File: config.mk
export PLATFORM = sky130hd
export DESIGN_NAME = pipe_reg_de_flat
export DESIGN_NICKNAME = d
export VERILOG_FILES = /design/src/rtl/pipe_reg_de_pkg.sv /design/src/rtl/pipe_reg_de_if.sv /design/src/rtl/pipe_reg_de_slot.sv /design/src/rtl/pipe_reg_de.sv /design/src/flat_wrapper.sv
export SDC_FILE = /design/constraint.sdc
export NUM_CORES = 1
export LEC_CHECK = 0
export ABC_AREA = 1
export CORE_MARGIN = 2
export CORE_UTILIZATION = 56
export CTS_BUF_LIST = sky130_fd_sc_hd__clkbuf_8
export DETAILED_ROUTE_END_ITERATION = 6
export GPL_TIMING_DRIVEN = 0
export PLACE_DENSITY = 0.88
export SLEW_MARGIN = 20
export SYNTH_ARGS = -nofsm -noshare
export SYNTH_HDL_FRONTEND = slang
export SYNTH_SLANG_ARGS = --single-unit
export TNS_END_PERCENT = 30
File: constraint.sdc
create_clock -name clk -period 3.23 [get_ports clk]
set_input_delay 0.646 -clock clk [delete_from_list [all_inputs] [get_ports clk]]
set_output_delay 0.646 -clock clk [all_outputs]
set_load 0.02 [all_outputs]
File: src/rtl/pipe_reg_de_pkg.sv
// Shared types and defaults for the decode-to-execute pipeline register.
package pipe_pkg;

    localparam int unsigned DATA_WIDTH_DEFAULT = 32;
    localparam int unsigned NUM_DATA_DEFAULT   = 4;
    localparam int unsigned CTRL_WIDTH_DEFAULT = 12;

    // Control bundle handed from the control unit to execute
    typedef struct packed {
        logic [2:0] ALUctrl;
        logic       ALUSrc;
        logic       MemWrite;
        logic [1:0] ResultSrc;
        logic       PCSrc;
        logic       PcOp;
        logic       jalr;
        logic       RegWrite;
        logic       Branch;
    } ctrl_t;

    // Bubble: no memory write, no register write, no redirect
    localparam ctrl_t CTRL_NOP_DEFAULT = '0;

    // Word positions inside the data payload (word 0 in the LSBs)
    localparam int unsigned RD1 = 0;
    localparam int unsigned RD2 = 1;
    localparam int unsigned IMM = 2;
    localparam int unsigned PC  = 3;

endpackage

File: src/rtl/pipe_reg_de_if.sv
// Handshake bundle between decode, the D/E register and execute.
interface pipe_reg_de_if
    import pipe_pkg::*;
#(
    parameter int unsigned CTRL_WIDTH = CTRL_WIDTH_DEFAULT,
    parameter int unsigned DATA_WIDTH = DATA_WIDTH_DEFAULT,
    parameter int unsigned NUM_DATA   = NUM_DATA_DEFAULT
) ();

    logic                           flush;
    logic                           in_valid;
    logic                           in_ready;
    logic [CTRL_WIDTH-1:0]          in_ctrl;
    logic [NUM_DATA*DATA_WIDTH-1:0] in_data;
    logic                           out_valid;
    logic                           out_ready;
    logic [CTRL_WIDTH-1:0]          out_ctrl;
    logic [NUM_DATA*DATA_WIDTH-1:0] out_data;
    logic [1:0]                     occupancy;

    // Surrounding pipeline (decode producer + execute consumer)
    modport master (
        output flush, in_valid, in_ctrl, in_data, out_ready,
        input  in_ready, out_valid, out_ctrl, out_data, occupancy
    );

    // The pipeline register itself
    modport slave (
        input  flush, in_valid, in_ctrl, in_data, out_ready,
        output in_ready, out_valid, out_ctrl, out_data, occupancy
    );

endinterface

File: src/rtl/pipe_reg_de_slot.sv
// One storage entry (valid + ctrl + data) with load, clear-to-NOP and hold.
module pipe_slot
    import pipe_pkg::*;
#(
    parameter int unsigned           CTRL_WIDTH = CTRL_WIDTH_DEFAULT,
    parameter int unsigned           DATA_BITS  = NUM_DATA_DEFAULT * DATA_WIDTH_DEFAULT,
    parameter logic [CTRL_WIDTH-1:0] CTRL_NOP   = CTRL_WIDTH'(CTRL_NOP_DEFAULT)
) (
    input  logic                  clk,
    input  logic                  rst_n,
    input  logic                  load,
    input  logic                  clear,
    input  logic [CTRL_WIDTH-1:0] ldCtrl,
    input  logic [DATA_BITS-1:0]  ldData,
    output logic                  valid,
    output logic [CTRL_WIDTH-1:0] ctrl,
    output logic [DATA_BITS-1:0]  data
);

    // Reset wipes data; clear only invalidates and forces the bubble control
    always_ff @(posedge clk) begin
        if (!rst_n) begin
            valid <= 1'b0;
            ctrl  <= CTRL_NOP;
            data  <= '0;
        end else if (clear) begin
            valid <= 1'b0;
            ctrl  <= CTRL_NOP;
        end else if (load) begin
            valid <= 1'b1;
            ctrl  <= ldCtrl;
            data  <= ldData;
        end
    end

endmodule

File: src/rtl/pipe_reg_de.sv
// Decode-to-execute pipeline register: main slot drives execute, skid slot
// absorbs the one entry accepted while execute stalls.
module pipe_reg_de
    import pipe_pkg::*;
#(
    parameter int unsigned           DATA_WIDTH = DATA_WIDTH_DEFAULT,
    parameter int unsigned           NUM_DATA   = NUM_DATA_DEFAULT,
    parameter int unsigned           CTRL_WIDTH = CTRL_WIDTH_DEFAULT,
    parameter logic [CTRL_WIDTH-1:0] CTRL_NOP   = CTRL_WIDTH'(CTRL_NOP_DEFAULT)
) (
    input logic         clk,
    input logic         rst_n,
    pipe_reg_de_if.slave bus
);

    localparam int unsigned DATA_BITS = NUM_DATA * DATA_WIDTH;

    logic                  mainValid, skidValid;
    logic [CTRL_WIDTH-1:0] mainCtrl, skidCtrl, mainLdCtrl;
    logic [DATA_BITS-1:0]  mainData, skidData, mainLdData;
    logic                  mainLoad, mainClear, mainFromSkid;
    logic                  skidLoad, skidClear;
    logic                  mainValidNext, skidValidNext;
    logic                  inXfer, outXfer;
    logic                  inReadyQ;
    logic [1:0]            occupancyQ;

    // Slot control: flush first, then refill a free main, else park in skid
    always_comb begin
        mainLoad     = 1'b0;
        mainClear    = 1'b0;
        mainFromSkid = 1'b0;
        skidLoad     = 1'b0;
        skidClear    = 1'b0;
        inXfer       = bus.in_valid && inReadyQ;
        outXfer      = mainValid && bus.out_ready;

        if (bus.flush) begin
            mainClear = 1'b1;
            skidClear = 1'b1;
        end else if (!mainValid || outXfer) begin
            if (skidValid) begin
                mainLoad     = 1'b1;
                mainFromSkid = 1'b1;
                if (inXfer) begin
                    skidLoad = 1'b1;
                end else begin
                    skidClear = 1'b1;
                end
            end else if (inXfer) begin
                mainLoad = 1'b1;
            end else begin
                mainClear = 1'b1;
            end
        end else if (inXfer) begin
            skidLoad = 1'b1;
        end

        mainLdCtrl    = mainFromSkid ? skidCtrl : bus.in_ctrl;
        mainLdData    = mainFromSkid ? skidData : bus.in_data;
        mainValidNext = mainClear ? 1'b0 : (mainLoad ? 1'b1 : mainValid);
        skidValidNext = skidClear ? 1'b0 : (skidLoad ? 1'b1 : skidValid);
    end

    pipe_slot #(
        .CTRL_WIDTH (CTRL_WIDTH),
        .DATA_BITS  (DATA_BITS),
        .CTRL_NOP   (CTRL_NOP)
    ) mainSlot (
        .clk    (clk),
        .rst_n  (rst_n),
        .load   (mainLoad),
        .clear  (mainClear),
        .ldCtrl (mainLdCtrl),
        .ldData (mainLdData),
        .valid  (mainValid),
        .ctrl   (mainCtrl),
        .data   (mainData)
    );

    pipe_slot #(
        .CTRL_WIDTH (CTRL_WIDTH),
        .DATA_BITS  (DATA_BITS),
        .CTRL_NOP   (CTRL_NOP)
    ) skidSlot (
        .clk    (clk),
        .rst_n  (rst_n),
        .load   (skidLoad),
        .clear  (skidClear),
        .ldCtrl (bus.in_ctrl),
        .ldData (bus.in_data),
        .valid  (skidValid),
        .ctrl   (skidCtrl),
        .data   (skidData)
    );

    // Registered ready and fill level, tracking next-cycle slot state
    always_ff @(posedge clk) begin
        if (!rst_n) begin
            inReadyQ   <= 1'b1;
            occupancyQ <= 2'd0;
        end else begin
            inReadyQ   <= !skidValidNext;
            occupancyQ <= 2'(mainValidNext) + 2'(skidValidNext);
        end
    end

    assign bus.in_ready  = inReadyQ;
    assign bus.occupancy = occupancyQ;
    assign bus.out_valid = mainValid;
    assign bus.out_ctrl  = mainCtrl;
    assign bus.out_data  = mainData;

    // Two slots can never report three entries
    occupancyBound: assert property (@(posedge clk) disable iff (!rst_n) occupancyQ != 2'd3);

endmodule

File: src/flat_wrapper.sv
// flat-port wrapper written by rule: the top's interface ports become plain ports
module pipe_reg_de_flat import pipe_pkg::*;
#(
    parameter int unsigned           DATA_WIDTH = DATA_WIDTH_DEFAULT,
    parameter int unsigned           NUM_DATA   = NUM_DATA_DEFAULT,
    parameter int unsigned           CTRL_WIDTH = CTRL_WIDTH_DEFAULT,
    parameter logic [CTRL_WIDTH-1:0] CTRL_NOP   = CTRL_WIDTH'(CTRL_NOP_DEFAULT)
)
  (clk, rst_n, bus_flush, bus_in_valid, bus_in_ctrl, bus_in_data, bus_out_ready, bus_in_ready, bus_out_valid, bus_out_ctrl, bus_out_data, bus_occupancy);
  pipe_reg_de_if #(.CTRL_WIDTH(CTRL_WIDTH), .DATA_WIDTH(DATA_WIDTH), .NUM_DATA(NUM_DATA)) bus_i ();
  input logic clk;
  input logic rst_n;
  input wire logic [$bits(bus_i.flush)-1:0] bus_flush;
  input wire logic [$bits(bus_i.in_valid)-1:0] bus_in_valid;
  input wire logic [$bits(bus_i.in_ctrl)-1:0] bus_in_ctrl;
  input wire logic [$bits(bus_i.in_data)-1:0] bus_in_data;
  input wire logic [$bits(bus_i.out_ready)-1:0] bus_out_ready;
  output wire logic [$bits(bus_i.in_ready)-1:0] bus_in_ready;
  output wire logic [$bits(bus_i.out_valid)-1:0] bus_out_valid;
  output wire logic [$bits(bus_i.out_ctrl)-1:0] bus_out_ctrl;
  output wire logic [$bits(bus_i.out_data)-1:0] bus_out_data;
  output wire logic [$bits(bus_i.occupancy)-1:0] bus_occupancy;
  assign bus_i.flush = bus_flush;
  assign bus_i.in_valid = bus_in_valid;
  assign bus_i.in_ctrl = bus_in_ctrl;
  assign bus_i.in_data = bus_in_data;
  assign bus_i.out_ready = bus_out_ready;
  assign bus_in_ready = bus_i.in_ready;
  assign bus_out_valid = bus_i.out_valid;
  assign bus_out_ctrl = bus_i.out_ctrl;
  assign bus_out_data = bus_i.out_data;
  assign bus_occupancy = bus_i.occupancy;
  pipe_reg_de #(.DATA_WIDTH(DATA_WIDTH), .NUM_DATA(NUM_DATA), .CTRL_WIDTH(CTRL_WIDTH), .CTRL_NOP(CTRL_NOP)) u_core (.clk(clk), .rst_n(rst_n), .bus(bus_i));
endmodule
==> run metrics <==
run status complete, but fails checks; failing checks design-rule violations; # hold bufs at CTS 0; Fin Setup TNS 0 ns; Nets 2335; Area Growth Syn to Fin 34.1%; Post-Place Worst Slack 0.770 ns; min Tclk post-route 2.25 ns; Slew Limit Headroom 0.648; gpl congestion 0.913; Critical path buffers and inverters 1; RSZ-0062 raised after global routing no; Clock Pin Slew Worst Setup and Hold Paths 0.06 ns; Slew Limit Fails 0; first-pass GRT wire length 58600 um; power per cell area 497 mW/mm2; total CTS buffers 46; I/O Pins 289; Initial Utilization 0.568; Post-CTS Setup Bufs 0; total number of vias 12800; Setup crit start kind flip-flop; power share of the sequential group 0.456; Post-Layout Cell Count 2512; CTS tree done; largest net degree at the start of global routing 12; Seq/Total Area, Yosys 0.462; final setup fails 0; Resize count post-CTS 0; endpoint type of the worst setup path output port; Die Ht 153 um; drt wl/cell 14.7 um; vias per cell 5.08; Logic pwr share 0.151; Syn Area/Cell 6.66 um2; drt initial violations 832; CTS H-tree depth 2; FF+latch count, synth 285; Synth cell types 19; CP delay by family, top buffers and inverters; Final WS setup 0.984 ns; CP max-delay cell clkdlybuf4s50_1; final WL 36800 um; Die Wd 153 um; crit share post-route 0.695; die area 0.0233 mm2; Synthesized Nets 2000; first drt pass iteration count 7; Max Cap Violations 0; area leader, netlist dfxtp_1; Total Routing Usage GR 0.304; Yosys top cell area share 0.462; layout cell share with drive strength beyond 1 0.0714; clk root buf clkbuf_8; Setup CP Type flip-flop to output port; clock tree buffer depth 3; initial antenna violation count 6; count of final hold-check violations 0; std cell rows 54; fmax 445 MHz; Post-Syn Area 0.0124 mm2; CTS sink count 285; maximum VDD drop 0.000382 V; cells along the critical path clkdlybuf4s50_1; drt drc 1; Int Power 6.01 mW; Required @ worst endpoint 2.58 ns; Layout fillers 1611; Max FO, Critical Path 3; grt total ovfl 0; Core ar. 0.0218 mm2; HPWL after DPL 25300 um; max incr delay on CP 0.70 ns; Antenna Nets Post-Route 0; clock skew 0.0301 ns; cell count after synthesis 1854; vias in the first global route 12000; worst skew pair latency 0.56 ns; worst min path class flip-flop to flip-flop; Clk pwr share 0.393; LEAKAGE 7.94 nW; port bufs 287; Switching Power 2.22 mW; Worst Path Arrival 1.60 ns; Slew @ Worst Pin 0.528 ns; placed cells 2421; largest cells by area after synthesis dfxtp_1, nand2_1, nor2_1; switching part of the total 0.270; worst-case hold slack 0.470 ns; Yosys warning count 0
synthesized netlist by cell type:
library cell,number
ha_1,1
o21ai_0,129
inv_1,276
a31oi_1,1
clkbuf_1,43
o21ai_1,128
nand2_2,4
nor2_4,1
nand3_4,1
inv_2,4
dfxtp_1,285
nand2_1,451
nor2_1,286
buf_2,57
buf_4,6
a21oi_1,139
buf_1,4
nand3_1,25
buf_6,13
metrics by stage:
step	utilization	instance area, um2	power, mW
final	0.761	16600	8.23
after detailed placement	0.716	15600	5.05
after CTS	0.761	16600	8.24
after global placement	0.716	15600	5.02
after global routing	0.761	16600	8.54
after floorplan	-	12400	4.45
layer usage:
| layer | part of all wire | GRT usage | routed length (um) |
|---|---|---|---|
| met5 | 0 | 0 | 0 |
| met4 | 0.053 | 0.179 | 1960 |
| met3 | 0.081 | 0.0640 | 2970 |
| met2 | 0.46 | 0.491 | 17000 |
| met1 | 0.40 | 0.376 | 14900 |
final timing paths:
check | start | endpoint | slack, ns | cells after the start
min reg2reg | u_core.skidSlot.ctrl[9] | u_core.skidSlot.ctrl[9] | 0.47 | 2
max reg2reg | u_core.bus.in_ready | u_core.skidSlot.data[41] | 1.50 | 8
min | u_core.skidSlot.ctrl[9] | u_core.skidSlot.ctrl[9] | 0.47 | 2
max | u_core.mainSlot.valid | bus_out_valid | 0.98 | 1
layout make-up:
class	instances	area, um2	share of cell area
flip-flops and latches	285	5710	0.344
multi-input cells	1166	4950	0.299
repair buffers	287	2870	0.173
inverters	280	1050	0.0634
clock buffers	61	840	0.0507
plain buffers	123	653	0.0394
well taps	280	350	0.0211
clock inverters	24	133	0.00801
diodes	6	15.0	0.000906
cells in the final DEF, fill, tap and decap left out:
cell type,Yosys,routed
a21oi_1,139,139
a31oi_1,1,1
buf_1,4,4
buf_2,57,57
buf_4,6,6
buf_6,13,13
bufinv_16,0,1
clkbuf_1,43,43
clkbuf_8,0,61
clkdlybuf4s50_1,0,287
clkinv_2,0,10
clkinvlp_4,0,1
dfxtp_1,285,285
diode_2,0,6
ha_1,1,1
inv_1,276,288
inv_2,4,4
nand2_1,451,451
nand2_2,4,4
nand3_1,25,25
nand3_4,1,1
nor2_1,286,286
nor2_4,1,1
o21ai_0,129,129
o21ai_1,128,128
worst min-delay path, cell delays in order (launching register included):
cell	delay (ns)
dfxtp_1	0.31
nand2_1	0.06
a21oi_1	0.05
power by group through the flow:
stage | Combinational [mW] | Clock [mW] | Sequential (mW)
floorplan | 0.492 | 0 | 3.96
global placement | 1.20 | 0 | 3.82
detailed placement | 1.22 | 0 | 3.82
CTS | 1.24 | 3.25 | 3.75
global route | 1.36 | 3.41 | 3.76
finish | 1.24 | 3.24 | 3.75
registers in the layout, indices dropped and copies added, names as in the netlist:
name and count:
u_core.skidSlot.data 128, u_core.skidSlot.ctrl 12, u_core.mainSlot.data 128, u_core.bus.occupancy 2, u_core.bus.in_ready 1, u_core.mainSlot.ctrl 12
u_core.mainSlot.valid 1, u_core.skidSlot.valid 1
cell families after synthesis:
group,Yosys count,synth area share
AOI/OAI and AO/OA,397,0.161
DFF,285,0.462
buffers and inverters,403,0.138
adders and majority gates,1,0.00101
and+or+nand+nor,768,0.238
(Power assumes the default switching activity.)
==> variant, RTL diff (same settings) <==
The package constant `NUM_DATA_DEFAULT` goes from 4 to 6.
--- a/src/rtl/pipe_reg_de_pkg.sv
+++ b/src/rtl/pipe_reg_de_pkg.sv
@@ -3,5 +3,5 @@
 
     localparam int unsigned DATA_WIDTH_DEFAULT = 32;
-    localparam int unsigned NUM_DATA_DEFAULT   = 4;
+    localparam int unsigned NUM_DATA_DEFAULT   = 6;
     localparam int unsigned CTRL_WIDTH_DEFAULT = 12;
 
Interface: changed (resized bus_in_data and bus_out_data); port bits go from 289 to 417. The function was not compared with the original's and may differ.
==> variant against the original RTL <==
Sequential cell count grew 128; total power grew 48%; wire length grew 57%; critical path depth is the same; utilization grew 0.061 points; worst setup slack lost 0.040 ns; synthesized area grew 44%; final area grew 44%; critical endpoint unchanged; highest routed layer is now met5.
==> variant: results (changes against the original RTL) <==
| Metric | Value |
|---|---|
| Status | `finished clean (was finished, violations left)` |
| Gate Count Post-Synth | `2678 (was 1854)` |
| GPL Wtd Cong | `0.9171 (was 0.9126)` |
| DRT iter0 DRCs | `1441 (was 832)` |
| Cts bufs inserted | `69 (was 46)` |
| Via-to-Cell Ratio | `5.159 (was 5.081)` |
| First-pass GRT wire length | `90.62 mm (was 58.59 mm)` |
| Top flop regs | `u_core.mainSlot.data x192, u_core.skidSlot.data x192 (was u_core.mainSlot.data x128, u_core.skidSlot.data x128)` |
| Largest net degree at the start of global routing | `11 (was 12)` |
| Slowest cell on crit path | `clkdlybuf4s50_1 (unchanged)` |
| Input/output buffers | `415 (was 287)` |
| Share of layout cells above drive strength 1 | `6.998% (was 7.143%)` |
| LEAKAGE | `11.44 nW (was 7.937 nW)` |
| WL per Instance | `15.94 µm (was 14.65 µm)` |
| Slew HR | `43.63% (was 64.79%)` |
| Area contributors post-synth | `dfxtp_1 (46%), nand2_1 (14%), nor2_1 (8.7%) (unchanged)` |
| Min-delay src | `u_core.skidSlot.ctrl[2]$_SDFFE_PP0P_ (was u_core.skidSlot.ctrl[9]$_SDFFE_PP0P_)` |
| Hold Path End | `u_core.skidSlot.ctrl[2]$_SDFFE_PP0P_ (was u_core.skidSlot.ctrl[9]$_SDFFE_PP0P_)` |
| R2R cell count | `7 (was 8)` |
| Initial antenna violation count | `9 (was 6)` |
| Worst EP arrival | `1.64 ns (was 1.60 ns)` |
| Clk_skew | `0.03001 ns (was 0.03006 ns)` |
| Final Non-Filler Cells | `3625 (was 2512)` |
| Clock root cell | `clkbuf_8 (unchanged)` |
| Sequential fraction of the synthesis area | `46.49% (was 46.18%)` |
| Synth cell count leaders | `nand2_1 (643), nor2_1 (414), dfxtp_1 (413) (was nand2_1 (451), nor2_1 (286), dfxtp_1 (285))` |
| CTS resizes | `0 (unchanged)` |
| Final HPWL from detailed placement | `40.69 mm (was 25.30 mm)` |
| Vias in the first global route | `17957 (was 12042)` |
| Synth top area share | `46.49% (was 46.18%)` |
| H-tree levels | `3 (was 2)` |
| Worst VDD drop | `346.7 µV (was 382.2 µV)` |
| Clk pin slew, worst setup/hold paths | `0.06 ns (about the same)` |
| Final Net Count | `3374 (was 2335)` |
| Global-route usage over all layers | `33.69% (was 30.36%)` |
| R2r endpoint | `u_core.skidSlot.data[70]$_SDFFE_PN0P_ (was u_core.skidSlot.data[41]$_SDFFE_PN0P_)` |
| Worst slack, placed | `0.6269 ns (was 0.7702 ns)` |
| Syn Nets | `2888 (was 2000)` |
| Dpl cell area | `0.02244 mm² (was 0.01558 mm²)` |
| Drt first pass iters | `6 (was 7)` |
| Worst skew pair latency | `0.58 ns (was 0.56 ns)` |
| Worst path max stage delay | `0.68 ns (was 0.70 ns)` |
| Placed Cells | `3495 (was 2421)` |
| Reg-to-reg slack, setup | `1.45 ns (was 1.50 ns)` |
| Fin crit period | `2.285 ns (was 2.246 ns)` |
| Unique cell type count in the Yosys netlist | `20 (was 19)` |
==> variant: cell count changes after synthesis, moves of 5 or more <==
cell / change
o21ai_1: -27
buf_4: +5
o21ai_0: +155
clkbuf_1: +19
inv_1: +128
nand2_1: +192
a21oi_1: +64
dfxtp_1: +128
buf_2: +41
nor2_1: +128
buf_6: -9
==> variant: per-stage QoR <==
step           hold slack [ns]  utilization [%]
3_5_place_dp            0.4632            71.48
3_3_place_gp            0.4513            71.48
4_1_cts                 0.4718            76.14
2_1_floorplan           0.4438                -
6_report                0.4727            76.21
5_1_grt                 0.4907            76.20
==> variant: cell type report <==
cell class,count,area (µm²)
timing repair buffer,415,4154
antenna,8,20.02
sequential,413,8268
buffer,179,865.8
fill,2334,7470
clock buffer,90,1239
inverter,408,1531
multi-input combinational,1678,7118
tap,402,503.0
clock inverter,32,224.0
==> variant: per-layer routing <==
layer  track usage [%]  up-vias  part of all wire (%)
li1                  -     9157                     -
met1             39.76     8436                    38
met2             56.85      912                    47
met3             7.523      195                   9.3
met4             18.90        2                   5.5
met5                 0        -                 0.024
==> variant: logic make-up (layout without fill, tap and decap cells) <==
family / after synthesis / after routing / share of synthesized area [%]
AOI/OAI and AO/OA: 589 / 589 / 16.58
adders and majority gates: 1 / 1 / 0.07035
buffers and inverters: 587 / 1124 / 13.48
DFF: 413 / 413 / 46.49
other: 0 / 8 / 0
and+or+nand+nor: 1088 / 1088 / 23.37
==> variant: where the power goes <==
| group | internal (mW) | switching (mW) |
|---|---|---|
| Sequential | 5.32 | 0.130 |
| Clock | 2.74 | 2.15 |
| Combinational | 0.824 | 1.01 |
